--- config.mk ---
export PLATFORM = sky130hd
export DESIGN_NAME = timebase_ctrl
export DESIGN_NICKNAME = d
export VERILOG_FILES = /design/src/rtl/timebase_pkg.sv /design/src/rtl/key_debounce.sv /design/src/rtl/timebase_ctrl.sv
export SDC_FILE = /design/constraint.sdc
export NUM_CORES = 1
export LEC_CHECK = 0
export CORE_MARGIN = 2
export CORE_UTILIZATION = 62
export CTS_CLUSTER_DIAMETER = 150
export DETAILED_ROUTE_END_ITERATION = 8
export GPL_TIMING_DRIVEN = 0
export PLACE_DENSITY = 0.9
export SLEW_MARGIN = 20
export SYNTH_ARGS = -nofsm -noshare
export SYNTH_HDL_FRONTEND = slang
export SYNTH_SLANG_ARGS = --single-unit
export TNS_END_PERCENT = 10
--- constraint.sdc ---
create_clock -name clk -period 2.3 [get_ports clk]
set_input_delay 0.46 -clock clk [delete_from_list [all_inputs] [get_ports clk]]
set_output_delay 0.46 -clock clk [all_outputs]
set_load 0.03 [all_outputs]
--- src/rtl/timebase_pkg.sv ---
// Shared constants and state encoding for the stopwatch timebase controller.
package timebase_pkg;

  localparam int unsigned TICK_DIV_DEF  = 50_000_000;
  localparam int unsigned DB_CYCLES_DEF = 1_000_000;
  localparam int unsigned P_W           = 27;

  typedef enum logic [1:0] {
    ST_IDLE  = 2'b00,
    ST_RUN   = 2'b01,
    ST_PAUSE = 2'b10
  } state_t;

endpackage

--- src/rtl/key_debounce.sv ---
// Pushbutton conditioning: 2-FF synchronizer, stability debounce and press detect.
// A key held through reset is ignored until it has been seen released.
module key_debounce
  import timebase_pkg::*;
#(
  parameter int unsigned DB_CYCLES = DB_CYCLES_DEF
) (
  input  logic clk,
  input  logic rst,
  input  logic key_n,
  output logic level,
  output logic press
);

  localparam int unsigned CNT_W = (DB_CYCLES > 1) ? $clog2(DB_CYCLES) : 1;

  logic [1:0]       sync_q;
  logic [1:0]       warm_q;
  logic             level_q;
  logic             level_dly;
  logic             armed;
  logic [CNT_W-1:0] cnt;
  logic             synced;

  assign synced = sync_q[1];

  always_ff @(posedge clk or negedge rst) begin
    if (!rst) begin
      sync_q    <= 2'b11;
      warm_q    <= 2'b00;
      level_q   <= 1'b1;
      level_dly <= 1'b1;
      armed     <= 1'b0;
      cnt       <= '0;
    end else begin
      sync_q    <= {sync_q[0], key_n};
      warm_q    <= {warm_q[0], 1'b1};
      level_dly <= level_q;
      // Arm only once the synchronizer carries a real post-reset sample of a released key.
      if (warm_q[1] && synced && level_q) armed <= 1'b1;
      if (synced == level_q) begin
        cnt <= '0;
      end else if (cnt == CNT_W'(DB_CYCLES - 1)) begin
        level_q <= synced;
        cnt     <= '0;
      end else begin
        cnt <= cnt + CNT_W'(1);
      end
    end
  end

  assign level = level_q;
  assign press = ~level_q & level_dly & armed;

endmodule

--- src/rtl/timebase_ctrl.sv ---
// Start/stop/clear control and 1 Hz count-enable generation for a stopwatch.
module timebase_ctrl
  import timebase_pkg::*;
#(
  parameter int unsigned TICK_DIV  = TICK_DIV_DEF,
  parameter int unsigned DB_CYCLES = DB_CYCLES_DEF
) (
  input  logic       clk,
  input  logic       rst,
  input  logic       key_start_n,
  input  logic       key_clear_n,
  output logic       tick,
  output logic       clear,
  output logic       running,
  output logic [1:0] state
);

  state_t         state_q;
  logic           running_q;
  logic [P_W-1:0] p;
  logic           start_press;
  logic           clear_press;
  logic           unused_start_level;
  logic           unused_clear_level;

  key_debounce #(.DB_CYCLES(DB_CYCLES)) u_start (
    .clk   (clk),
    .rst   (rst),
    .key_n (key_start_n),
    .level (unused_start_level),
    .press (start_press)
  );

  key_debounce #(.DB_CYCLES(DB_CYCLES)) u_clear (
    .clk   (clk),
    .rst   (rst),
    .key_n (key_clear_n),
    .level (unused_clear_level),
    .press (clear_press)
  );

  assign tick = (state_q == ST_RUN) && (p == P_W'(TICK_DIV - 1));

  // Clear overrides start; the prescaler holds outside RUN so a pause keeps the partial second.
  always_ff @(posedge clk or negedge rst) begin
    if (!rst) begin
      state_q   <= ST_IDLE;
      running_q <= 1'b0;
      p         <= '0;
    end else begin
      if (state_q == ST_RUN) p <= tick ? '0 : p + P_W'(1);
      if (clear_press) begin
        state_q   <= ST_IDLE;
        running_q <= 1'b0;
        p         <= '0;
      end else if (start_press) begin
        case (state_q)
          ST_IDLE, ST_PAUSE: begin
            state_q   <= ST_RUN;
            running_q <= 1'b1;
          end
          ST_RUN: begin
            state_q   <= ST_PAUSE;
            running_q <= 1'b0;
          end
          default: begin
            state_q   <= ST_IDLE;
            running_q <= 1'b0;
          end
        endcase
      end
    end
  end

  assign clear   = clear_press;
  assign running = running_q;
  assign state   = state_q;

endmodule

# Yosys cells after proc, flatten, opt, wreduce, memory -nomap -nowiden

Cells that the tools add are included.

Memories: 0
Output and inout port bits: 5
Word-level logic and storage cells: 57
Bits in writable memories: 0
Flip-flop bits (word level): 84
ROM bits: 0
Bits in latches: 0
Input bits: 4

Order comparisons: 0
Shift-type cells: 0
Multipliers: 0
Divide/modulo/power cells: 0
Reduce and logical (&&, ||, !) cells: 11
Eq/ne operators: 7
Bitwise gates (word level): 8
Add/subtract/negate cells: 3
Muxes and demuxes: 13

Operators with widths:

| operator                                               | number |
|---|---|
| two-way mux 27 bit                                     | 3 |
| two-way mux 20 bit                                     | 4 |
| adder 20 x 1 -> 20 bit (second input constant)         | 2 |
| equality test 20 bit (second input constant)           | 2 |
| adder 27 x 1 -> 27 bit (second input constant)         | 1 |
| equality test 27 x 26 -> 1 bit (second input constant) | 1 |
| logical AND 1 bit                                      | 5 |
| bitwise AND 1 bit                                      | 4 |
| two-way mux 2 bit                                      | 2 |
| NOT 1 bit                                              | 4 |
| one-hot mux 2 bit (2 select lines)                     | 1 |
| AND reduction 2 bit                                    | 2 |
| nonzero test 2 bit                                     | 2 |
| two-way mux 1 bit                                      | 3 |
| equality test 1 bit                                    | 2 |
| equality test 2 x 1 -> 1 bit (second input constant)   | 1 |
| equality test 2 bit (second input constant)            | 1 |
| zero test 2 bit                                        | 1 |
| OR reduction 2 bit                                     | 1 |

# Longest topological paths before layout

Depth after elaboration: 5
Gate-level depth with buffers: 7
Mapped depth without buffers: 6

# Hierarchy

A second synthesis with hierarchy kept.

Cells, all modules: 452
Area, all modules: 4355.4 um^2

Modules (own cells, without submodules):

| module        | instances | area an instance (um^2) | cells an instance |
|---|---|---|---|
| key_debounce  | 2         | 1239.9                  | 116 |
| timebase_ctrl | 1         | 1875.5                  | 220 |

# Worst setup path before layout

OpenSTA, ideal clock, no wires.

Kind: reg-to-output
Start point: register p[0]
End point: output tick
Path buffers: 0
Data arrival time: 2.006 ns
Data required time: 1.840 ns
Stages on the path, launching flop included: 6
Setup slack: -0.166 ns
Cell sequence: dfrtp_1 ha_1 and4_1 nand2_1 or4_2 nor2_1

Word-level cells in the longest chain between the ends: 2

RTL lines:

| element                        | RTL line            | RTL |
|---|---|---|
| start, declared                | timebase_ctrl.sv:20 | `logic [P_W-1:0] p;` |
| start signal, assigned         | timebase_ctrl.sv:51 | `if (state_q == ST_RUN) p <= tick ? '0 : p + P_W'(1);` |
| equality test 27 x 26 -> 1 bit | timebase_ctrl.sv:42 | `assign tick = (state_q == ST_RUN) && (p == P_W'(TICK_DIV - 1));` |
| logical AND 1 bit              | timebase_ctrl.sv:42 |  |
| end, declared                  | timebase_ctrl.sv:12 | `output logic tick,` |

No other way between the ends.

# Worst setup path after layout

Start point: register p[14]
End point: output tick

The elaborated chain is that of the path after synthesis.

==> summary.md <==
| Metric | Value |
|---|---|
| Die Ht | `~85 um` |
| Initial Util | `between 60% and 70%` |
| Sw frac | `roughly 22%` |
| Yosys cell types | `between 40 and 50` |
| Psw | `between 500 and 600 uW` |
| Count of pins over their slew limit | `0` |
| Predominant post-synthesis flop cell | `dfrtp_1` |
| Vias per cell | `6.40` |
| Slowest stage delay, CP | `roughly 570 ps` |
| Pre-CTS setup slack | `-728 ps` |
| # H-tree levels | `3` |
| Max Buffers Root-to-Sink | `2` |
| Period utilization | `106%` |
| WS Path Type | `reg2out` |
| Failing checks | `setup timing` |
| Cell internal pwr | `approximately 2.1 mW` |
| Core Box Area | `6310 um^2` |
| Total clock buffers created by CTS | `9` |
| Final Hold Viols | `0` |
| Critical path's slowest cell | `or4_4` |
| FF/Latch Area | `2050 um^2` |
| Critical path cell sequence | `nand4_1, or2_4, or4_4, nor2_4, buf_6` |
| Comb pwr share | `under 10%` |
| Critical path peak fanout | `6` |
| Unrepaired setup endpoints after global routing | `yes` |
| Layout Nets | `between 400 and 500` |
| Top cells by area, synth | `dfrtp_1 45%, xor2_1 6.5%, nor2_1 5.4%` |
| Drt pass-1 iters | `5` |
| I/O Pins | `9` |
| Synth warn | `0` |
| Layout area overhead | `15.3%` |
| Post-route ant nets | `0` |
| Commonest non-fill, non-tap cell in the layout | `dfrtp_1` |
| Power Density | `roughly 580 nW/um^2` |
| Net count after synthesis | `between 400 and 500` |
| Mapped Cells | `417` |
| DRC violations left | `0` |
| Status | `complete, but fails checks` |
| Rows | `29` |
| GP Congestion | `between 0.9 and 1` |
| Avg Inst Size Synth | `around 9.6 um^2` |
| Sequential share of power | `between 50% and 60%` |
| Global route overflow | `0` |
| CP startpoint kind | `flop` |
| Detailed placement HPWL | `about 5600 um` |
| LEAKAGE | `1.92 nW` |
| Post-Route WL | `9080 um` |
| Area of the multi-input gates | `a little under 2000 um^2` |
| Slew headroom | `39.7%` |
| Yosys top cell by area | `dfrtp_1` |
| Die outline width | `84.6 um` |
| Most frequent cells in the layout | `65 x dfrtp_1, 57 x nor2_1, 35 x nand3_1` |
| Clock skew | `roughly 12 ps` |
| Clk slew on worst S/H paths | `about 90 ps` |
| Hold crit path type | `reg2reg` |
| Iter 0 DRT Violations | `between 300 and 400` |
| Fin area | `4640 um^2` |
| Vias in the first global route | `about 3200` |
| Layout cells sized above 1 | `between 15 and 20%` |
| Initial antenna violation count | `0` |
| Clock root buffer | `clkbuf_8` |
| Ant. Diodes | `0` |
| Clk_lat worst skew | `between 300 and 400 ps` |
| Final setup fails | `1` |
| Async set-reset flop share out of synthesis | `100%` |
| Syn Std Cell Area | `around 4000 um^2` |
| Maximum VDD drop | `slightly above 0.0005 V` |
| Yosys reg bits | `81` |
| Worst-Margin Slew | `approximately 890 ps` |
| Yosys top cell area share | `45.4%` |
| Crit path DAT | `about 2000 ps` |
| Vias | `between 3000 and 4000` |
| # clock sinks | `81` |
| Fill count | `between 400 and 500` |
| First-pass GRT wire length | `roughly 15000 um` |
| Maxcap violations | `0` |
| # port buffers | `8` |
| CTS tree | `built` |
| GRT Total Usage | `around a quarter` |
| Drt wl/cell | `approximately 17 um` |
| Crit end category | `output pin` |
| Die ar. | `7150 um^2` |
| Largest net degree at the start of global routing | `between 60 and 70` |
| Final WS setup | `-148 ps` |
| FMAX | `between 0.4 and 0.5 GHz` |
| Fraction of the yosys area taken by sequential cells | `between 50% and 60%` |
| Crit path required time | `1840 ps` |
| Clk network pwr share | `between 40% and 50%` |
| Dpl cell area | `4230 um^2` |
| Minimum clock period | `roughly 2400 ps` |
| Post-synth EDFFs | `0` |
[cells by family (layout without fill, tap and decap cells)]
group	Yosys count	after routing	synth area share, %
adder cells (fa/ha/maj)	3	3	0.933
buffers and inverters	23	62	2.99
flip-flops	81	81	50.6
XOR/XNOR	43	43	9.36
other	1	1	0.0932
AND/OR/NAND/NOR	216	216	27.7
AO/OA/AOI/OAI	46	46	7.19
multiplexers	4	4	1.09
[power by group through the flow]
| stage | Clock (mW) | Sequential [mW] | Combinational [mW] |
|---|---|---|---|
| floorplan | 0 | 1.48 | 0.0264 |
| global placement | 0 | 1.48 | 0.0639 |
| detailed placement | 0 | 1.48 | 0.0705 |
| CTS | 1.18 | 1.45 | 0.0724 |
| global route | 1.24 | 1.45 | 0.0847 |
| finish | 1.18 | 1.45 | 0.0696 |
[per-stage QoR]
stage | power, mW | instances | hold WS (ps) | setup TNS [ps] | util (%)
after CTS | 2.71 | 525 | 354 | -177 | 71.9
after floorplan | 1.50 | 417 | 164 | 0 | -
after global placement | 1.54 | 502 | 333 | -149930 | 66.6
final | 2.71 | 533 | 355 | -148 | 73.4
after detailed placement | 1.55 | 503 | 335 | -1090 | 67.0
after global routing | 2.78 | 533 | 359 | -268 | 73.4
[cells in the mapped netlist, types with 2 or more instances]
library cell  number
ha_1               3
nand3b_1           3
clkbuf_1           8
nor2_1            58
xor2_1            30
nand2_1           35
or3_1              9
inv_1              6
clkbuf_2           2
o21ai_0            8
nor4_1            12
a21oi_1           15
and2_1             2
and3_1             7
mux2_2             3
xnor2_1           13
dfstp_2            8
and4_1             8
a31o_2             2
nand4_1           24
nand2b_1           4
a22o_1             4
buf_6              3
dfrtp_1           73
nor3_1             8
nand3_1           35
buf_4              2
a31oi_1           12
or2_2              2
[worst paths after layout]
check | to | startpoint | cells past startpoint | slack (ps)
min in group asynchronous | p[17]$_DFFE_PN0P_ | rst | 2 | 520
hold / removal | u_clear.warm_q[1]$_DFF_PN0_ | u_clear.warm_q[0]$_DFF_PN0_ | 0 | 360
setup / recovery | tick | p[14]$_DFFE_PN0P_ | 5 | -150
hold reg to reg | u_clear.warm_q[1]$_DFF_PN0_ | u_clear.warm_q[0]$_DFF_PN0_ | 0 | 360
setup reg to reg | p[26]$_DFFE_PN0P_ | p[7]$_DFFE_PN0P_ | 6 | 60
max in group asynchronous | u_start.level_dly$_DFF_PN1_ | rst | 3 | 1170
[routing by layer]
layer	vias to the layer above	part of all wire [%]	global-route usage, %
met5	-	0	0
met2	158	50	41.1
li1	1554	-	-
met3	33	5.9	5.21
met4	0	3.0	12.8
met1	1667	41	34.6
[critical path: cells and delay by family (launching register included)]
kind / cells / cell delay [ps]
AND/OR/NAND/NOR: 4 / 1090
buffers and inverters: 1 / 130
flip-flops: 1 / 410
[final cells by class]
| type | count | share of cell area, % |
|---|---|---|
| Sequential cell | 81 | 44.1 |
| Multi-Input combinational cell | 313 | 41.5 |
| Timing Repair Buffer | 24 | 4.72 |
| Clock buffer | 10 | 2.97 |
| Buffer | 16 | 2.19 |
| Tap cell | 77 | 2.08 |
| Clock inverter | 6 | 1.94 |
| Inverter | 6 | 0.486 |
[state kept, by name, summed over array words and instances (netlist names)]
| register | flops |
|---|---|
| p | 27 |
| running | 1 |
| state | 1 |
| u_clear.armed | 1 |
| u_clear.cnt | 20 |
| u_clear.level | 1 |
| u_clear.level_dly | 1 |
| u_clear.sync_q | 2 |
| u_clear.warm_q | 2 |
| u_start.armed | 1 |
| u_start.cnt | 20 |
| u_start.level | 1 |
| u_start.level_dly | 1 |
| u_start.sync_q | 2 |
[timing repair]
item | CTS | global route
hold endpoints to repair | 19 | 0
setup endpoints to repair | 2 | 5
pin swaps | 3 | 2
gates resized for setup | 25 | 10
hold buffers | 1 | 0
buffers inserted | 6 | 8
No activity file was read; power rests on OpenSTA's default activity.
